File: config.mk
export PLATFORM = sky130hd
export DESIGN_NAME = uart_bus_master_flat
export DESIGN_NICKNAME = d
export VERILOG_FILES = /design/src/rtl/uart_bus_pkg.sv /design/src/rtl/uart_bus_master_if.sv /design/src/rtl/uart_resp_sender.sv /design/src/rtl/uart_bus_master.sv /design/src/flat_wrapper.sv
export SDC_FILE = /design/constraint.sdc
export NUM_CORES = 1
export LEC_CHECK = 0
export BUFFER_PORTS_ARGS = -buffer_cell sky130_fd_sc_hd__buf_2
export CAP_MARGIN = 30
export CORE_MARGIN = 3
export CORE_UTILIZATION = 26
export DETAILED_ROUTE_END_ITERATION = 7
export PLACE_DENSITY = 0.51
export SLEW_MARGIN = 10
export SYNTH_ARGS = -nofsm -noshare
export SYNTH_HDL_FRONTEND = slang
export SYNTH_SLANG_ARGS = --single-unit
File: constraint.sdc
create_clock -name ACLK -period 9.62 [get_ports ACLK]
set_input_delay 2.886 -clock ACLK [delete_from_list [all_inputs] [get_ports ACLK]]
set_output_delay 2.886 -clock ACLK [all_outputs]
set_load 0.02 [all_outputs]
File: src/rtl/uart_bus_pkg.sv
// Shared types and protocol constants for the UART-to-bus command bridge.
package uart_bus_pkg;

  typedef enum logic [2:0] {
    S_IDLE    = 3'd0,
    S_ADDR    = 3'd1,
    S_WDATA   = 3'd2,
    S_BUS_WR  = 3'd3,
    S_BUS_RD  = 3'd4,
    S_RESP    = 3'd5,
    S_TX_BUSY = 3'd6
  } uart_bus_state_t;

  localparam logic [7:0] CMD_WR  = 8'h57;
  localparam logic [7:0] CMD_RD  = 8'h52;
  localparam logic [7:0] RSP_ACK = 8'h4B;
  localparam logic [7:0] RSP_ERR = 8'h3F;

endpackage

File: src/rtl/uart_bus_master_if.sv
// UART byte handshakes plus peripheral bus signals seen by the bridge.
// RX: a byte is offered while RX_DATA_VALID=1 and consumed by a one-cycle
// RX_DATA_READ pulse; TX: a one-cycle TX_DATA_VALID pulse is issued only while
// TX_IDLE=1; bus: WRSTB/RDSTB are single-cycle strobes qualified by ADDR/DATA_O.
interface uart_bus_master_if;
  logic [7:0]  RX_DATA;
  logic        RX_DATA_VALID;
  logic        RX_DATA_READ;
  logic [7:0]  TX_DATA;
  logic        TX_DATA_VALID;
  logic        TX_IDLE;
  logic [31:0] ADDR;
  logic [31:0] DATA_O;
  logic [31:0] DATA_I;
  logic        WRSTB;
  logic        RDSTB;

  modport master (
    input  RX_DATA, RX_DATA_VALID, TX_IDLE, DATA_I,
    output RX_DATA_READ, TX_DATA, TX_DATA_VALID, ADDR, DATA_O, WRSTB, RDSTB
  );

  modport slave (
    output RX_DATA, RX_DATA_VALID, TX_IDLE, DATA_I,
    input  RX_DATA_READ, TX_DATA, TX_DATA_VALID, ADDR, DATA_O, WRSTB, RDSTB
  );
endinterface

File: src/rtl/uart_resp_sender.sv
// Serialises a 1..4 byte response, LSB first, toward UART_TX; each byte waits
// for TX_IDLE to drop and rise again before the next is offered.
module uart_resp_sender
  import uart_bus_pkg::*;
(
  input  logic            ACLK,
  input  logic            RESET,
  input  logic            start,
  input  logic [31:0]     word_i,
  input  logic [2:0]      count_i,
  input  logic            tx_idle,
  output logic [7:0]      tx_data,
  output logic            tx_valid,
  output logic            done,
  output uart_bus_state_t dbg_state
);

  uart_bus_state_t state;
  logic [31:0]     word_q;
  logic [2:0]      remaining;
  logic            saw_low;

  assign dbg_state = state;

  always_ff @(posedge ACLK or posedge RESET) begin
    if (RESET) begin
      state     <= S_IDLE;
      word_q    <= 32'h0;
      remaining <= 3'd0;
      saw_low   <= 1'b0;
      tx_data   <= 8'h0;
      tx_valid  <= 1'b0;
      done      <= 1'b0;
    end else begin
      tx_valid <= 1'b0;
      done     <= 1'b0;
      case (state)
        S_IDLE: begin
          if (start) begin
            word_q    <= word_i;
            remaining <= count_i;
            state     <= S_RESP;
          end
        end
        S_RESP: begin
          if (tx_idle) begin
            tx_data   <= word_q[7:0];
            tx_valid  <= 1'b1;
            word_q    <= {8'h00, word_q[31:8]};
            remaining <= remaining - 3'd1;
            saw_low   <= 1'b0;
            state     <= S_TX_BUSY;
          end
        end
        S_TX_BUSY: begin
          // TX_IDLE is still high in the pulse cycle; require a low phase first.
          if (!tx_idle) begin
            saw_low <= 1'b1;
          end else if (saw_low) begin
            if (remaining == 3'd0) begin
              done  <= 1'b1;
              state <= S_IDLE;
            end else begin
              state <= S_RESP;
            end
          end
        end
        default: state <= S_IDLE;
      endcase
    end
  end

endmodule

File: src/rtl/uart_bus_master.sv
// UART command bridge: 'W' addr[4] data[4] -> bus write + 'K';
// 'R' addr[4] -> bus read + 4 data bytes; anything else -> '?'.
module uart_bus_master
  import uart_bus_pkg::*;
#(
  parameter int READ_LATENCY   = 1,
  parameter int TIMEOUT_CYCLES = 1_000_000
) (
  input  logic             ACLK,
  input  logic             RESET,
  uart_bus_master_if.master bus,
  output logic             BUSY,
  output uart_bus_state_t  dbg_state,
  output uart_bus_state_t  dbg_resp_state
);

  localparam logic [31:0] TMO = 32'(TIMEOUT_CYCLES);
  localparam logic [2:0]  LAT = 3'(READ_LATENCY);

  uart_bus_state_t state;
  logic            is_wr;
  logic [1:0]      idx;
  logic            rx_read;
  logic [31:0]     addr_q;
  logic [31:0]     wdata_q;
  logic            wrstb_q;
  logic            rdstb_q;
  logic [2:0]      lat_cnt;
  logic [31:0]     gap_cnt;
  logic            snd_start;
  logic [31:0]     snd_word;
  logic [2:0]      snd_count;
  logic            snd_done;
  logic            capture;
  logic            in_cmd;
  logic            timeout;

  assign in_cmd  = (state == S_ADDR) || (state == S_WDATA);
  // The registered RX_DATA_READ masks the byte still shown during its own consume cycle.
  assign capture = bus.RX_DATA_VALID && !rx_read && (in_cmd || (state == S_IDLE));
  assign timeout = (TIMEOUT_CYCLES != 0) && (gap_cnt >= TMO);

  assign bus.RX_DATA_READ = rx_read;
  assign bus.ADDR         = addr_q;
  assign bus.DATA_O       = wdata_q;
  assign bus.WRSTB        = wrstb_q;
  assign bus.RDSTB        = rdstb_q;
  assign BUSY             = (state != S_IDLE);
  assign dbg_state        = state;

  always_ff @(posedge ACLK or posedge RESET) begin
    if (RESET) begin
      state     <= S_IDLE;
      is_wr     <= 1'b0;
      idx       <= 2'd0;
      rx_read   <= 1'b0;
      addr_q    <= 32'h0;
      wdata_q   <= 32'h0;
      wrstb_q   <= 1'b0;
      rdstb_q   <= 1'b0;
      lat_cnt   <= 3'd0;
      gap_cnt   <= 32'h0;
      snd_start <= 1'b0;
      snd_word  <= 32'h0;
      snd_count <= 3'd0;
    end else begin
      rx_read   <= capture;
      wrstb_q   <= 1'b0;
      rdstb_q   <= 1'b0;
      snd_start <= 1'b0;
      if (capture || !in_cmd) gap_cnt <= 32'h0;
      else                    gap_cnt <= gap_cnt + 32'd1;

      case (state)
        S_IDLE: begin
          if (capture) begin
            idx <= 2'd0;
            if (bus.RX_DATA == CMD_WR || bus.RX_DATA == CMD_RD) begin
              is_wr <= (bus.RX_DATA == CMD_WR);
              state <= S_ADDR;
            end else begin
              snd_word  <= {24'h0, RSP_ERR};
              snd_count <= 3'd1;
              snd_start <= 1'b1;
              state     <= S_RESP;
            end
          end
        end
        S_ADDR: begin
          if (capture) begin
            addr_q[{idx, 3'b000} +: 8] <= bus.RX_DATA;
            idx <= idx + 2'd1;
            if (idx == 2'd3) begin
              if (is_wr) begin
                state <= S_WDATA;
              end else begin
                rdstb_q <= 1'b1;
                lat_cnt <= 3'd0;
                state   <= S_BUS_RD;
              end
            end
          end else if (timeout) begin
            state <= S_IDLE;
          end
        end
        S_WDATA: begin
          if (capture) begin
            wdata_q[{idx, 3'b000} +: 8] <= bus.RX_DATA;
            idx <= idx + 2'd1;
            if (idx == 2'd3) begin
              wrstb_q <= 1'b1;
              state   <= S_BUS_WR;
            end
          end else if (timeout) begin
            state <= S_IDLE;
          end
        end
        S_BUS_WR: begin
          snd_word  <= {24'h0, RSP_ACK};
          snd_count <= 3'd1;
          snd_start <= 1'b1;
          state     <= S_RESP;
        end
        S_BUS_RD: begin
          // lat_cnt is 0 in the strobe cycle, so DATA_I is taken READ_LATENCY cycles later.
          if (lat_cnt == LAT) begin
            snd_word  <= bus.DATA_I;
            snd_count <= 3'd4;
            snd_start <= 1'b1;
            state     <= S_RESP;
          end else begin
            lat_cnt <= lat_cnt + 3'd1;
          end
        end
        S_RESP: begin
          if (snd_done) state <= S_IDLE;
        end
        default: state <= S_IDLE;
      endcase
    end
  end

  uart_resp_sender u_sender (
    .ACLK      (ACLK),
    .RESET     (RESET),
    .start     (snd_start),
    .word_i    (snd_word),
    .count_i   (snd_count),
    .tx_idle   (bus.TX_IDLE),
    .tx_data   (bus.TX_DATA),
    .tx_valid  (bus.TX_DATA_VALID),
    .done      (snd_done),
    .dbg_state (dbg_resp_state)
  );

endmodule

File: src/flat_wrapper.sv
// flat-port wrapper written by rule: the top's interface ports become plain ports
module uart_bus_master_flat import uart_bus_pkg::*;
#(
  parameter int READ_LATENCY   = 1,
  parameter int TIMEOUT_CYCLES = 1_000_000
)
  (ACLK, RESET, BUSY, dbg_state, dbg_resp_state, bus_RX_DATA, bus_RX_DATA_VALID, bus_TX_IDLE, bus_DATA_I, bus_RX_DATA_READ, bus_TX_DATA, bus_TX_DATA_VALID, bus_ADDR, bus_DATA_O, bus_WRSTB, bus_RDSTB);
  uart_bus_master_if bus_i ();
  input  logic ACLK;
  input  logic RESET;
  output logic BUSY;
  output uart_bus_state_t dbg_state;
  output uart_bus_state_t dbg_resp_state;
  input wire logic [$bits(bus_i.RX_DATA)-1:0] bus_RX_DATA;
  input wire logic [$bits(bus_i.RX_DATA_VALID)-1:0] bus_RX_DATA_VALID;
  input wire logic [$bits(bus_i.TX_IDLE)-1:0] bus_TX_IDLE;
  input wire logic [$bits(bus_i.DATA_I)-1:0] bus_DATA_I;
  output wire logic [$bits(bus_i.RX_DATA_READ)-1:0] bus_RX_DATA_READ;
  output wire logic [$bits(bus_i.TX_DATA)-1:0] bus_TX_DATA;
  output wire logic [$bits(bus_i.TX_DATA_VALID)-1:0] bus_TX_DATA_VALID;
  output wire logic [$bits(bus_i.ADDR)-1:0] bus_ADDR;
  output wire logic [$bits(bus_i.DATA_O)-1:0] bus_DATA_O;
  output wire logic [$bits(bus_i.WRSTB)-1:0] bus_WRSTB;
  output wire logic [$bits(bus_i.RDSTB)-1:0] bus_RDSTB;
  assign bus_i.RX_DATA = bus_RX_DATA;
  assign bus_i.RX_DATA_VALID = bus_RX_DATA_VALID;
  assign bus_i.TX_IDLE = bus_TX_IDLE;
  assign bus_i.DATA_I = bus_DATA_I;
  assign bus_RX_DATA_READ = bus_i.RX_DATA_READ;
  assign bus_TX_DATA = bus_i.TX_DATA;
  assign bus_TX_DATA_VALID = bus_i.TX_DATA_VALID;
  assign bus_ADDR = bus_i.ADDR;
  assign bus_DATA_O = bus_i.DATA_O;
  assign bus_WRSTB = bus_i.WRSTB;
  assign bus_RDSTB = bus_i.RDSTB;
  uart_bus_master #(.READ_LATENCY(READ_LATENCY), .TIMEOUT_CYCLES(TIMEOUT_CYCLES)) u_core (.ACLK(ACLK), .RESET(RESET), .bus(bus_i), .BUSY(BUSY), .dbg_state(dbg_state), .dbg_resp_state(dbg_resp_state));
endmodule
# Word-level counts from Yosys, hierarchy flattened
# Cells that the tools add are included.
[classes]
add_sub_neg = 5
n_lt_le_gt_ge = 1
n_eq_ne = 27
shifts = 2
mux = 62
reduce_logical = 29
[op_table]
columns = ["op", "n"]
rows = [
  ["$mux 32", 6],
  ["$pmux 32 s3", 1],
  ["$mux 3", 24],
  ["$bwmux 32", 2],
  ["$pmux 32 s2", 1],
  ["$add 32x1->32 const B", 1],
  ["$ge 32x20->1 const B", 1],
  ["$shift 8x7->32 const A", 1],
  ["$shiftx 8x7->32", 1],
  ["$mux 1", 18],
  ["$ne 2x2->1 const B", 9],
  ["$pmux 3 s3", 2],
  ["$pmux 3 s6", 1],
  ["$eq 8x7->1 const B", 2],
  ["$eq 3x3->1 const B", 4],
  ["$pmux 3 s2", 2],
  ["$reduce_and 3->1", 4],
  ["$ne 2x1->1 const B", 5],
  ["$reduce_and 5->1", 2],
  ["$logic_not 3->1", 3],
  ["$reduce_and 4->1", 2],
  ["$reduce_bool 2->1", 4],
  ["$neg 5->7", 1],
  ["$eq 3x1->1 const B", 2],
  ["other kinds (16)", 27],
]
[totals]
regBits = 193
inputBits = 44
out_inout_bits = 83
word_cells = 146

# Depth between registers and ports, before layout
# Gate-level depths: netlist of run 1.
[logic_depth]
ltp_word = 6
depth_mapped = 7
ltp_nobuf = 7

# By module
# From an unflattened synthesis of run 1, not the netlist that was laid out.
[unflattened]
hier_cells = 841
area_unflattened_um2 = 9103.7
[by_module_without_submodules]
columns = ["mod", "instances", "cells_per_inst", "area_per_inst_um2", "seq_area_each_um2"]
rows = [
  ["uart_bus_master", 1, 629, 6671.4, 3578.4],
  ["uart_resp_sender", 1, 212, 2432.3, 1226.2],
]

# Least setup slack after synthesis of run 1
# No wires, ideal clock.
[synth_timing]
path_type = "input-to-reg"
from = "in bus_RX_DATA[3]"
to = "reg u_core.snd_word[10]"
setup_ns = 0.065
arrival_time_ns = 4.258
required_time_ns = 9.555
slack_ns = 5.297
cell_stages = 6
n_path_buf = 2
cell_sequence = "nand4bb_1 > o41a_1 > buf_2 > a211oi_4 > buf_4 > a22o_1"
[synth_via]
elab_chain_cells = 4
word_cells_on_any_way = 5
classes_between = "eq/ne (3); reduce/logical (2)"
[synth_lines]
columns = ["element", "line_no", "source"]
rows = [
  ["start, declared", "flat_wrapper.sv:14", "input wire logic [$bits(bus_i.RX_DATA)-1:0] bus_RX_DATA;"],
  ["$eq 8x7->1", "uart_bus_master.sv:78", "if (bus.RX_DATA == CMD_WR || bus.RX_DATA == CMD_RD) begin"],
  ["$logic_or 1x1->1 (*)", "uart_bus_master.sv:78", ""],
  ["$ne 2x2->1 (no source line) (*)", "--", ""],
  ["$reduce_and 4->1 (no source line) (*)", "--", ""],
  ["end signal, assigned", "uart_bus_master.sv:82", "snd_word <= {24'h0, RSP_ERR};"],
  ["end signal, assigned", "uart_bus_master.sv:119", "snd_word <= {24'h0, RSP_ACK};"],
  ["end signal, assigned", "uart_bus_master.sv:127", "snd_word <= bus.DATA_I;"],
  ["end, declared", "uart_bus_master.sv:31", "logic [31:0] snd_word;"],
]
# Mark *: on every way between the ends. The rest lies on a longest branch, timed or not.
# A chain may end at the register's enable or synchronous reset.

# Worst setup path in the final report of run 1
[layout_timing]
from = "reg u_core.state[1] (netlist: u_core.dbg_state[1])"
to = "out BUSY"
[layout_via]
elab_chain_cells = 1
[layout_lines]
columns = ["element", "line_no", "source"]
rows = [
  ["start, declared", "uart_bus_master.sv:20", "uart_bus_state_t state;"],
  ["start signal, assigned", "uart_bus_master.sv:53", "state <= S_IDLE;"],
  ["start signal, assigned", "uart_bus_master.sv:80", "state <= S_ADDR;"],
  ["start signal, assigned", "uart_bus_master.sv:85", "state <= S_RESP;"],
  ["$reduce_bool 3->1", "uart_bus_master.sv:48", "assign BUSY = (state != S_IDLE);"],
  ["end, declared", "flat_wrapper.sv:11", "output logic BUSY;"],
]
# Every way passes these cells.

==> run metrics, run 1 <==
final hold violation count 0; CP Launch Type flop; Starting Density 26.7%; die area 0.0349 mm2; initial antenna violation count 0; Commonest cells post-synth dfrtp_1 (192), nand2_1 (73), a21oi_1 (52), nor2_1 (49), mux2_2 (48); PnR worst setup slack 5.05 ns; Max Slew Vio Count 0; DR iter-0 viols 299; Area Growth Syn to Fin 20.0%; Via density 4.63; clock skew 0.00592 ns; CP Cell Sequence or3_1, buf_2; post_cts resized 0; CP arrival 1.68 ns; CP Max Fanout 17; largest area contributor in the netlist dfrtp_1; # clock sinks 192; Syn Inst Count 752; Die Width 187 um; GPL Wtd Cong 0.721; WHS Endpoint u_core.u_sender.tx_data[6]; Yosys top cell area share 56.5%; Seq cells post-synth 192; Hold Path Class reg -> reg; share of post-route cells with drive strength above 1 25.6%; CP required 6.73 ns; CP max-delay cell dfrtp_1; worst-skew pair later-pin latency 0.43 ns; # Post-CTS Setup Buffers 0; DR WL/cell 16.1 um; syn avg cell area 11.3 um2; Setup TNS 0 ns; Final Cycle Share 47.5%; DP Area 0.00961 mm2; Max-slew headroom 42.3%; top post-synthesis cells by area dfrtp_1 (56%), mux2_2 (6.4%), a22o_1 (4.4%); Vias 6112; leak pwr 4.90 nW; MaxCap Viol Count 0; Setup violations, final 0; worst r2r dst u_core.bus.DATA_O[15]; hold buffer count at CTS 0; H-tree depth 4; antenna-violating nets left 0; register area share after synthesis 56.5%; HP Start u_core.u_sender.word_q[6]; footprint of the multi-input gates 0.00347 mm2; Final Core Density 32.0%; fmax 0.219 GHz; fillers 3346; dpl ws 4.80 ns; status completed; die height 187 um; Clock Path Buffers 2; Mapped Nets 807; Final Total Pwr 0.00259 W; Reg area 0.00480 mm2; synth warn 0; Post-Syn Area 0.00850 mm2; Post-synth EDFFs 0; drt first pass iters 6; grt ovf 0; drt drc 0; ANT cells 0; Yosys cell types 63; Overall Global Routing Usage 12.6%; CTS tree yes; number of global-route vias before repair 6228; crit-path max cell delay 0.59 ns; standard-cell rows 65; Setup Crit Path Kind reg -> out; Hold Path Cell Cnt 2; Power Density 254 mW/mm2; I/O pin cnt 127; Placeable Area 0.0319 mm2; minimum clock period 4.57 ns; register-to-register setup slack 7.19 ns; RR Startpoint u_core.dbg_state[2]; CTS clk-pin slew, worst paths 0.07 ns; final WL 21.3 mm; worst vdd ir 0.000107 V; Final nets 928; I/O Buffers 126; cts bufs inserted 17; CP endpoint kind primary output; pin count of the biggest net entering global routing 112; slew at the pin closest to its max-slew limit 0.864 ns; first-pass GRT wire length 35.4 mm; Worst Reg-to-Reg Cells 4; hpwl dp 14.6 mm; Root Driver clkbuf_16; fraction of registers with async set/reset 100%; count leader, synth dfrtp_1; fin area 0.0102 mm2; Synth Flop Type dfrtp_1; unrepaired setup endpoints after global routing no
[logic make-up after synthesis]
family	after synthesis	synth area share [%]
buffers and inverters	53	2.75
XOR/XNOR	13	1.34
multiplexers	75	9.53
AO/OA/AOI/OAI	156	12.8
adder cells (fa/ha/maj)	11	1.62
AND/OR/NAND/NOR	252	15.5
flip-flops	192	56.5
[metal layers]
layer	share of wire, %	track usage, %	vias to the layer above
met5	0	0	-
met2	46	19.3	96
met1	49	17.6	3045
met3	3.7	3.11	20
li1	-	-	2951
met4	1.6	3.81	0
[worst max-delay path, delay by kind of cell (launching register included)]
kind,cells,cell delay (ns)
AND/OR/NAND/NOR,1,0.47
buffers and inverters,1,0.18
flip-flops,1,0.59
[per-stage QoR]
stage / hold slack, ns / std cells
6_report: 0.466 / 1321
4_1_cts: 0.471 / 1320
2_1_floorplan: 0.439 / 752
3_5_place_dp: 0.452 / 1288
3_3_place_gp: 0.451 / 1287
5_1_grt: 0.492 / 1321
[worst max path at each step]
stage                        startpoint                 end  slack, ns  cells after the start
finish              u_core.dbg_state[1]                BUSY       5.05                      2
global route        u_core.dbg_state[1]                BUSY       4.93                      2
CTS                 u_core.dbg_state[1]                BUSY       4.99                      2
detailed placement       bus_RX_DATA[3]  u_core.snd_word[3]       4.80                      7
global placement         bus_RX_DATA[7]  u_core.snd_word[1]       4.78                      7
floorplan                         RESET  u_core.bus.ADDR[0]       1.51                      1
[sequential cells by signal, indices dropped and copies added (netlist names), 2 cells and up]
register and cells:
u_core.snd_count 2, u_core.idx 2, u_core.bus.ADDR 32, u_core.bus.DATA_O 32
u_core.snd_word 32, u_core.u_sender.remaining 3, u_core.u_sender.word_q 32, u_core.dbg_state 3
u_core.u_sender.dbg_state 3, u_core.u_sender.tx_data 8, u_core.gap_cnt 32, u_core.lat_cnt 3
[cell type report]
type / instances / share of cell area, %
inverters: 21 / 0.846
repair buffers: 134 / 6.94
clock inverters: 12 / 1.34
flip-flops and latches: 192 / 47.1
well taps: 435 / 5.33
clock buffers: 20 / 4.47
multi-input cells: 507 / 34.0
[report_power, final]
part | switching, W | internal, W
registers | 0.000140 | 0.00101
logic | 0.000431 | 0.000296
clock network | 0.000318 | 0.000398
total | 0.000889 | 0.00170
[placed cells by master (no fill, tap or decap), types with 4 or more instances in the layout]
master / netlist / layout
a211oi_1: 7 / 7
a21o_1: 4 / 4
a21oi_1: 52 / 52
a22o_1: 43 / 43
and2_1: 26 / 26
and3_1: 4 / 4
buf_2: 6 / 127
buf_4: 2 / 6
clkbuf_16: 0 / 17
clkinvlp_4: 0 / 6
dfrtp_1: 192 / 192
ha_1: 11 / 11
inv_1: 19 / 18
mux2_2: 48 / 48
mux2i_1: 27 / 27
nand2_1: 73 / 73
nand2b_1: 7 / 7
nand3_1: 18 / 18
nand3b_1: 4 / 4
nand4_1: 8 / 8
nor2_1: 49 / 49
nor3_1: 7 / 7
nor3b_1: 7 / 7
nor4_1: 7 / 7
o21ai_0: 17 / 17
o31ai_1: 11 / 11
or3_1: 6 / 6
or4_1: 12 / 12
xnor2_1: 7 / 7
xor2_1: 6 / 6
Power figures use the tool's default switching activity.
==> run 2, diff against run 1 <==
--- a/config.mk
+++ b/config.mk
@@ -10,7 +10,7 @@
 export CORE_MARGIN = 3
 export CORE_UTILIZATION = 26
 export DETAILED_ROUTE_END_ITERATION = 7
-export PLACE_DENSITY = 0.51
+export PLACE_DENSITY = 0.52
 export SLEW_MARGIN = 10
 export SYNTH_ARGS = -nofsm -noshare
 export SYNTH_HDL_FRONTEND = slang
==> constraint.sdc (replaced) <==
create_clock -name ACLK -period 3.8 [get_ports ACLK]
set_input_delay 1.14 -clock ACLK [delete_from_list [all_inputs] [get_ports ACLK]]
set_output_delay 1.14 -clock ACLK [all_outputs]
set_load 0.02 [all_outputs]
==> run 2 against run 1 <==
Largest cell class unchanged. Power rose to 2.5 times the previous value. Core utilization is 0.055 points higher. Combinational power increased to 2.5 times the previous value.
==> run metrics, run 2 (synthesized netlist as in run 1, its figures left out) <==
status completed; die area 0.0349 mm2 (unchanged); Overall Global Routing Usage 12.3% (-0.29 points); post_cts resized 0 (unchanged); Final Core Density 32.1% (+0.055 points); worst-skew pair later-pin latency 0.43 ns (about the same); hold buffer count at CTS 0 (unchanged); final WL 21.3 mm (-0.20%); CP Max Fanout 17 (unchanged); most frequent cells in the layout dfrtp_1 (192), buf_2 (126), nand2_1 (73); first-pass GRT wire length 34.7 mm (-2.1%); Setup violations, final 0 (unchanged); CTS clk-pin slew, worst paths 0.07 ns (about the same); Placeable Area 0.0319 mm2 (unchanged); Die Width 187 um (unchanged); Comb power frac 28.0% (about the same); clock skew 0.0111 ns (+0.00523 ns); Max Slew Vio Count 0 (unchanged); commonest non-fill, non-tap cell in the layout dfrtp_1; die height 187 um (unchanged); Via density 4.63 (about the same); Hold Path Class reg -> reg; CP endpoint kind primary output; worst vdd ir 0.000294 V (+180%); PnR worst setup slack 0.968 ns (-4.09 ns); pin count of the biggest net entering global routing 88 (-21%); fmax 0.353 GHz; internal power 0.00432 W (+150%); DR iter-0 viols 343 (+15%); final hold violation count 0 (unchanged); unrepaired setup endpoints after global routing no; sw frac 34.5% (+0.19 points); Power Density 644 mW/mm2 (+150%); initial antenna violation count 1 (+1); Setup TNS 0 ns (unchanged); CP required 2.66 ns (-4.07 ns); Psw 0.00227 W (+160%); Max-slew headroom 45.2% (+2.9 points); grt ovf 0 (unchanged); number of global-route vias before repair 6178 (-0.80%); drt first pass iters 4 (-2); standard-cell rows 65 (unchanged); hpwl dp 14.8 mm (+1.4%); share of post-route cells with drive strength above 1 25.9% (+0.28 points); I/O pin cnt 127 (unchanged); Clock Path Buffers 2 (unchanged); sequential power share 44.3% (about the same); Starting Density 26.7% (unchanged); # Post-CTS Setup Buffers 0 (unchanged); Area Growth Syn to Fin 20.2%; CP arrival 1.69 ns (about the same); # clock sinks 192 (unchanged); CTS tree yes; ANT cells 0 (unchanged); Final nets 930 (+0.22%); cts bufs inserted 17 (unchanged); Setup Crit Path Kind reg -> out; leak pwr 4.92 nW (+0.40%); clock group share of total power 27.7% (about the same); GPL Wtd Cong 0.741 (+2.6%); Vias 6125 (+0.21%); DR WL/cell 16.1 um (-0.35%); I/O Buffers 126 (unchanged); antenna-violating nets left 0 (unchanged); dpl ws 0.729 ns (-4.07 ns); slew at the pin closest to its max-slew limit 0.820 ns (-0.0441 ns); Final Cycle Share 74.5%; minimum clock period 2.83 ns; H-tree depth 4 (unchanged); drt drc 0 (unchanged); Root Driver clkbuf_16; MaxCap Viol Count 0 (unchanged); CP Launch Type flop
[run 2: cell types whose count changed in the layout (fill, tap and decap cells not counted), sizes merged]
cell,change
clkbuf,-2
inv,+4
clkinvlp,-2
buf,+2
[run 2: final timing paths]
check                                              to                          from  slack [ns]  cells past startpoint
max in group asynchronous          u_core.gap_cnt[31]                         RESET        2.24                      3
hold / removal             u_core.u_sender.tx_data[4]    u_core.u_sender.tx_data[4]        0.47                      2
min in group asynchronous           u_core.gap_cnt[2]                         RESET        0.73                      2
setup / recovery                                 BUSY           u_core.dbg_state[1]        0.97                      2
hold reg to reg            u_core.u_sender.tx_data[4]    u_core.u_sender.tx_data[4]        0.47                      2
setup reg to reg           u_core.u_sender.word_q[23]  u_core.u_sender.dbg_state[0]        1.36                      5
[run 2: layout make-up]
type	count	area (um2)
multi-input combinational	507	3470
clock inverter	14	153
tap	435	544
timing repair buffer	136	731
sequential	192	4800
fill	3348	21700
inverter	21	82.6
clock buffer	18	439
[run 2: power groups by stage]
stage	registers [W]	clock network, W	logic (W)
6_report	0.00292	0.00183	0.00184
5_1_grt	0.00299	0.00196	0.00208
4_1_cts	0.00292	0.00188	0.00188
3_5_place_dp	0.00295	0	0.00187
3_3_place_gp	0.00295	0	0.00185
2_1_floorplan	0.00298	0	0.00127
[run 2: through the flow]
step / std cells / hold slack, ns / cell area [um2] / total power [W]
floorplan: 752 / 0.439 / 8510 / 0.00424
global placement: 1291 / 0.454 / 9630 / 0.00480
detailed placement: 1291 / 0.452 / 9630 / 0.00482
CTS: 1323 / 0.473 / 10200 / 0.00668
global route: 1323 / 0.496 / 10200 / 0.00703
finish: 1323 / 0.468 / 10200 / 0.00659
[run 2: worst max-delay path: stages (launching register included)]
cell and delay (ns):
dfrtp_1 0.59, or3_1 0.49, buf_2 0.19
[run 2: layer usage]
| metal | vias to the layer above | track usage [%] | wire, um | part of all wire [%] |
|---|---|---|---|---|
| li1 | 2953 | - | - | - |
| met1 | 3024 | 17.6 | 10500 | 49 |
| met2 | 126 | 18.3 | 9490 | 45 |
| met3 | 20 | 3.22 | 991 | 4.7 |
| met4 | 2 | 3.61 | 317 | 1.5 |
| met5 | - | 0 | 7 | 0.033 |
